==> src/rtl/uart_tx_arbiter.sv <==
// uart_tx_arbiter
//   Round-robin arbiter that shares one UART transmitter between NREQ byte
//   sources. In IDLE it picks the first requester at or after the rotating
//   pointer, captures that source's byte and fires a one-cycle tx_start. It then
//   follows tx_busy through the frame before it accepts the next request.
//
// Ports
//   clk, reset   rising-edge clock, asynchronous active-high reset
//   req          level request per source (sampled only in IDLE)
//   req_data     byte of source i at [i*DATA_W +: DATA_W]
//   grant        one-hot, 1-cycle pulse: the winner's byte was captured
//   tx_start     1-cycle pulse to the UART core
//   tx_data      captured byte, stable from tx_start until the return to IDLE
//   tx_busy      UART core busy flag
//   arb_idle     high while the FSM is in IDLE (decoded, not registered)
//   timeout_err  1-cycle pulse: tx_busy never rose after tx_start

module uart_tx_arbiter #(
  parameter int NREQ        = 3,
  parameter int DATA_W      = 8,
  parameter int ACK_TIMEOUT = 15
) (
  input  logic                   clk,
  input  logic                   reset,
  input  logic [NREQ-1:0]        req,
  input  logic [NREQ*DATA_W-1:0] req_data,
  output logic [NREQ-1:0]        grant,
  output logic                   tx_start,
  output logic [DATA_W-1:0]      tx_data,
  input  logic                   tx_busy,
  output logic                   arb_idle,
  output logic                   timeout_err
);

  localparam int PTR_W = $clog2(NREQ);

  typedef enum logic [1:0] {IDLE, START, WAIT_BUSY, WAIT_DONE} state_t;

  state_t            state, state_d;
  logic [PTR_W-1:0]  ptr, ptr_d;
  logic [7:0]        cnt, cnt_d;
  logic [NREQ-1:0]   grant_d;
  logic              tx_start_d, timeout_d;
  logic [DATA_W-1:0] tx_data_d;

  logic              win_vld;
  logic [PTR_W-1:0]  win, win_nxt;
  logic              timeout_hit;

  // Scan from the farthest candidate back toward ptr so the closest set
  // request (in wrap-around order) is the last one written and wins.
  always_comb begin
    logic [PTR_W:0] idx;
    idx     = '0;
    win_vld = 1'b0;
    win     = '0;
    for (int i = NREQ-1; i >= 0; i--) begin
      idx = {1'b0, ptr} + (PTR_W+1)'(i);
      if (idx >= (PTR_W+1)'(NREQ)) idx = idx - (PTR_W+1)'(NREQ);
      if (req[idx[PTR_W-1:0]]) begin
        win_vld = 1'b1;
        win     = idx[PTR_W-1:0];
      end
    end
  end

  assign win_nxt     = (win == PTR_W'(NREQ-1)) ? '0 : win + PTR_W'(1);
  assign timeout_hit = (state == WAIT_BUSY) && (cnt == 8'(ACK_TIMEOUT-1));

  // State register
  always_ff @(posedge clk or posedge reset) begin
    if (reset) state <= IDLE;
    else       state <= state_d;
  end

  // Next-state logic. The timeout cycle always returns to IDLE: the error has
  // already been reported, and a late busy just holds IDLE off new grants.
  always_comb begin
    state_d = state;
    case (state)
      IDLE:      if (win_vld && !tx_busy) state_d = START;
      START:     state_d = WAIT_BUSY;
      WAIT_BUSY: if (timeout_hit)         state_d = IDLE;
                 else if (tx_busy)        state_d = WAIT_DONE;
      WAIT_DONE: if (!tx_busy)            state_d = IDLE;
      default:   state_d = IDLE;
    endcase
  end

  // Output / datapath next values
  always_comb begin
    grant_d    = '0;
    tx_start_d = 1'b0;
    tx_data_d  = tx_data;
    ptr_d      = ptr;
    cnt_d      = cnt;
    case (state)
      IDLE: if (win_vld && !tx_busy) begin
        grant_d[win] = 1'b1;
        tx_start_d   = 1'b1;
        tx_data_d    = req_data[win*DATA_W +: DATA_W];
        ptr_d        = win_nxt;
      end
      START:     cnt_d = '0;
      WAIT_BUSY: if (!timeout_hit && !tx_busy) cnt_d = cnt + 8'd1;
      default: ;
    endcase
    // Registered pulse lands in the WAIT_BUSY cycle where cnt hits the limit.
    timeout_d = (state_d == WAIT_BUSY) && (cnt_d == 8'(ACK_TIMEOUT-1));
  end

  always_ff @(posedge clk or posedge reset) begin
    if (reset) begin
      ptr         <= '0;
      cnt         <= '0;
      grant       <= '0;
      tx_start    <= 1'b0;
      tx_data     <= '0;
      timeout_err <= 1'b0;
    end else begin
      ptr         <= ptr_d;
      cnt         <= cnt_d;
      grant       <= grant_d;
      tx_start    <= tx_start_d;
      tx_data     <= tx_data_d;
      timeout_err <= timeout_d;
    end
  end

  assign arb_idle = (state == IDLE);

endmodule
==> config.mk <==
export PLATFORM = sky130hd
export DESIGN_NAME = uart_tx_arbiter
export DESIGN_NICKNAME = d
export VERILOG_FILES = /design/src/rtl/uart_tx_arbiter.sv
export SDC_FILE = /design/constraint.sdc
export NUM_CORES = 1
export LEC_CHECK = 0
export BUFFER_PORTS_ARGS = -buffer_cell sky130_fd_sc_hd__clkbuf_2
export CORE_ASPECT_RATIO = 1.25
export CORE_MARGIN = 5
export CORE_UTILIZATION = 48
export CTS_BUF_LIST = sky130_fd_sc_hd__clkbuf_4 sky130_fd_sc_hd__clkbuf_8
export DETAILED_ROUTE_END_ITERATION = 7
export GPL_ROUTABILITY_DRIVEN = 0
export GPL_TIMING_DRIVEN = 0
export MAX_ROUTING_LAYER = met4
export PLACE_DENSITY = 0.86
export SLEW_MARGIN = 25
export SYNTH_ARGS = -nofsm -noshare
export SYNTH_HDL_FRONTEND = slang
export SYNTH_SLANG_ARGS = --single-unit
export TNS_END_PERCENT = 20
==> constraint.sdc <==
create_clock -name clk -period 2.3 [get_ports clk]
set_clock_uncertainty 0.15 [all_clocks]
set_input_delay 0.115 -clock clk [delete_from_list [all_inputs] [get_ports clk]]
set_output_delay 0.115 -clock clk [all_outputs]
set_load 0.01 [all_outputs]
# [Yosys cells after proc, flatten, opt, wreduce, memory -nomap -nowiden]
# Index checks and enable logic that the tools add are counted.
[classes] add_sub_neg=7 reduce_logical=9 n_shift=1 mux=29 n_lt_le_gt_ge=8 eq_ne=7
[ops] cell="$shiftx 24x6->8" n=1
[ops] cell="$mux 2" n=11
[ops] cell="$eq 8x4->1 const B" n=2
[ops] cell="$pmux 8 s2" n=1
[ops] cell="$lt 2x3->1 const B" n=4
[ops] cell="$mux 1" n=9
[ops] cell="$add 8x1->8 const B" n=1
[ops] cell="$eq 2x2->1 const B" n=4
[ops] cell="$mux 8" n=1
[ops] cell="$pmux 2 s4" n=1
[ops] cell="$bmux 1 s2" n=3
[ops] cell="$ge 3x2->1 const B" n=2
[ops] cell="$mux 3" n=2
[ops] cell="$sub 2x2->2 const B" n=3
[ops] cell="$logic_and 1x1->1" n=5
[ops] cell="$add 2x1->3 const B" n=1
[ops] cell="$add 2x2->3 const B" n=1
[ops] cell="$add 2x1->2 const B" n=1
[ops] cell="$demux 1 s2" n=1
[ops] cell="$eq 2x1->1 const B" n=1
[ops] cell="$ge 2x1->1 const B" n=1
[ops] cell="$ge 2x2->1 const B" n=1
[ops] cell="$logic_not 1->1" n=2
[ops] cell="$logic_not 2->1" n=1
[ops] cell="$reduce_and 2->1" n=1
[totals] out_inout_bits=14 inputBits=30 elab_cells=68 register_bits=25

# [Logic depth before layout (Yosys ltp)]
[depth] word_depth=14 mapped_depth=8 depth_no_buf=7

# [Least setup slack after synthesis]
# No wires, ideal clock.
[synth_path] path_kind="register to register" from="register state[0]" to="register timeout_err" stages_incl_launch_ff=8 required_time_ns=2.054 setup_slack_ns=-0.143 setup_time_ns=0.096 path_buffers=0 t_arrival_ns=2.197 cell_sequence="dfrtp_1 inv_1 ha_1 and4b_2 nand3_2 or4b_1 a311o_1 nor4_2"
[synth_via] elab_chain_len=8
[synth_rtl] element="start: declaration" line_no="39" source="state_t state, state_d;"
[synth_rtl] element="start signal: assignment" line_no="73" source="else state <= state_d;"
[synth_rtl] element="$eq 2x2->1" line_no="68, 80, 97"
[synth_rtl] element="$logic_and 1x1->1" line_no="68" source="assign timeout_hit = (state == WAIT_BUSY) && (cnt == 8'(ACK_TIMEOUT-1));"
[synth_rtl] element="$logic_not 1->1" line_no="105" source="WAIT_BUSY: if (!timeout_hit && !tx_busy) cnt_d = cnt + 8'd1;"
[synth_rtl] element="$logic_and 1x1->1" line_no="105"
[synth_rtl] element="$mux 8" line_no="105"
[synth_rtl] element="$pmux 8 s2" line_no="97" source="case (state)"
[synth_rtl] element="$eq 8x4->1" line_no="109" source="timeout_d = (state_d == WAIT_BUSY) && (cnt_d == 8'(ACK_TIMEOUT-1));"
[synth_rtl] element="$logic_and 1x1->1 *" line_no="109"
[synth_rtl] element="named net timeout_d" line_no="43" source="logic tx_start_d, timeout_d;"
[synth_rtl] element="end signal: assignment" line_no="126" source="timeout_err <= timeout_d;"
[synth_rtl] element="end: declaration" line_no="32" source="output logic timeout_err"
# Mark *: on every way through the listed nets, which the timed path passes. The rest lies on a longest branch.
# A chain may end at the register's enable or synchronous reset.

# [Worst setup path in the final report]
# Same ends and word-level chain as after synthesis.

==> results.cfg <==
[global_route]
grt.overflow.total = 0
grt_pass1_vias = 1521
grtUsageTotal_pct = 20.4
grt_use_met1_pct = 25.9
grt.met2_usage_pct = 33.4
antenna_found_initial = 0
grt_first_pass_wirelength_um = 6830
grt_start_max_net_pins = 26
use_met3_pct = 3.34
top_usage_layer = met2

[critical_path]
ff2ff_path_depth = 7
cp_cell_sequence = inv_2, ha_4, and4b_2, nand3_2, or4b_4, a311o_1, nor4_4
crit_fanout = 3
rr_endpoint = timeout_err
crit_path_top_delay_cell = or4b_4
endpoint_kind = flip-flop
slowest_delay_ps = 490
regToRegSetupSlack_ps = -50
worst_ep_required_time_ps = 2320
worstSetupStartpointType = flip-flop
arrival_ps = 2370
crit_type = flip-flop to flip-flop
rr_startpoint = state[0]

[power_and_ir_drop]
peakVddDrop_uv = 738
total_power_mw = 2.27
sw_frac_of_total_pct = 43.5
clockPowerShare_pct = 12.0
power_density_nw_per_um2 = 1090
netSwitchingPower_uw = 988
p_comb_share_pct = 59.0
pwr-share-seq_pct = 29.0
p_int_mw = 1.29
leakage_nw = 0.962

[timing]
worstMarginPinSlew_ps = 593
hold_viol_final = 0
fin_setup_tns_ps = -49.7
min_period_over_period_pct = 102
fmax_ghz = 0.426
relSlewSlack_pct = 60.4
grt_setup_unrepaired = yes
hold-worst-slack_ps = 11.9
drv_slew = 0
fin_crit_ps = 2350
fin_ws_ps = -49.7
final-setup-viol-count = 1

[synth]
yosys_warnings = 0
synth_edf_count = 0
synthCells = 168
synth_flop_cell = dfrtp_1
synth_top_area_share_pct = 40.7
synth.distinct_cells = 44
syn_area_um2 = 1540
synth_area_leaders = dfrtp_1 41%, ha_1 5.7%, a32o_1 5.2%, a21oi_1 4.6%, nand2_1 3.7%
syn_area_per_cell_um2 = 9.15
syn-num-nets = 205
synth_top_cell_by_area = dfrtp_1
synthArstFlopShare_pct = 100
synth-seq-area-share_pct = 40.7
synth_seq_cells = 25

[place]
dpl.hpwl_um = 2750
port-buffer-count = 43
dpl.cell_count = 248
placed_area_um2 = 1810
pre_cts_slack_ps = -276

[clocking]
clock_latency_ps = 270
clock_sinks = 25
clkTransAtPathRegs_ps = 100
cts-root-buf = clkbuf_8
clock_path_buffers = 2
cts_tree = yes
cts_max_level = 1
cts_made_buffers = 3

[finish]
layout.cells.non_filler = 266
final_cell_area_um2 = 2080
nNetsFinal = 267
final_common_cell = clkbuf_2
diodes = 0
fillers = 243
drive_above_1_share_pct = 34.1
final_cell_mix = 44 x clkbuf_2, 24 x dfrtp_1, 15 x nand2_1
final_core_utilization_pct = 66.2
syn2layout_area_growth_pct = 35.1

[drt]
viasPerCell = 5.80
ant_nets = 0
initialDrtViolationCount = 93
drc = 0
avgRoutedWirePerCell_um = 15.8
firstDrtPassIters = 5
drt_wl_total_um = 4200
via_count = 1544

[min_path]
hold_start = req_data[6]
hold_path_class = input port to flip-flop
min_delay_path_depth = 3
whs_endpoint = tx_data[6]

[floorplanning]
dieArea_um2 = 4440
pin_count = 44
core-area_um2 = 3140
row_count = 23
die_y_um = 73.3
initial_core_util_pct = 49.0
fp.dieW_um = 60.6

[status]
status = complete, but fails checks
failed_checks = negative setup slack

[flow_run]
cap_viol_max_count = 0
## Yosys cell counts (2+ instances only)
master / instances
a311o_1: 2
nor2b_1: 4
clkbuf_1: 7
nand2_1: 15
nor3_1: 4
xnor2_1: 4
a31oi_1: 2
nand4_1: 2
a21o_1: 2
a21oi_1: 14
inv_1: 10
and2_1: 3
a32o_1: 8
and3_1: 3
nor4bb_1: 3
nor2_1: 10
o211ai_1: 2
o21ai_0: 10
and4_1: 2
nand3_1: 6
nand2b_1: 2
dfrtp_1: 25
ha_1: 7
## how the worst max path moves through the flow
| stage | from | endpoint | slack [ps] | cells past startpoint |
|---|---|---|---|---|
| final | state[0] | timeout_err | -50 | 7 |
| after global routing | state[0] | timeout_err | -130 | 8 |
| after CTS | state[0] | timeout_err | -150 | 7 |
| after detailed placement | ptr[0] | tx_data[6] | -280 | 8 |
| after global placement | ptr[0] | tx_data[1] | -210 | 8 |
| after floorplan | state[0] | timeout_err | 30 | 7 |
## power groups by stage
stage	Sequential [mW]	Clock, mW	Combinational [mW]
after floorplan	0.692	0	0.764
after global placement	0.673	0	1.07
after detailed placement	0.678	0	1.09
after CTS	0.656	0.274	1.18
after global routing	0.677	0.292	1.47
final	0.660	0.273	1.34
## state kept, by name, summed over array words and instances (netlist names)
register     flops
cnt              8
grant            3
ptr              2
state            2
timeout_err      1
tx_data          8
tx_start         1
## what timing repair did
action                                  in CTS  in global routing
hold buffers                                 8                  0
gates resized for setup                      6                 18
hold endpoints to repair                    32                  0
endpoints found under the setup margin      10                 15
buffers inserted                             3                  5
pin swaps                                    2                  5
## cell type report
| type | count | area [um2] | share of cell area (%) |
|---|---|---|---|
| plain buffers | 5 | 25.0 | 1.20 |
| clock buffers | 3 | 41.3 | 1.99 |
| clock inverters | 1 | 7.51 | 0.361 |
| inverters | 10 | 37.5 | 1.81 |
| multi-input cells | 126 | 937 | 45.1 |
| flip-flops and latches | 25 | 627 | 30.2 |
| well taps | 37 | 46.3 | 2.23 |
| repair buffers | 59 | 355 | 17.1 |
## routing by layer
layer	part of all wire, %	up-vias
li1	-	749
met1	42	730
met2	52	61
met3	5.3	4
met4	0.69	0
met5	0	-
## worst max-delay path, delay by kind of cell (launching register included)
family,cells,cell delay [ps]
fa+ha+maj,1,280
compound gates,1,370
buf+inv,1,70
flops,1,390
simple gates,4,1000
## cells by family after synthesis
| group | count (synthesis) | share of synthesized area (%) |
|---|---|---|
| fa+ha+maj | 7 | 5.70 |
| buf+inv | 17 | 4.15 |
| xor+xnor | 5 | 2.85 |
| simple gates | 63 | 23.4 |
| flops | 25 | 40.7 |
| compound gates | 51 | 23.2 |
Note: power is estimated with default switching activity, not from simulation.
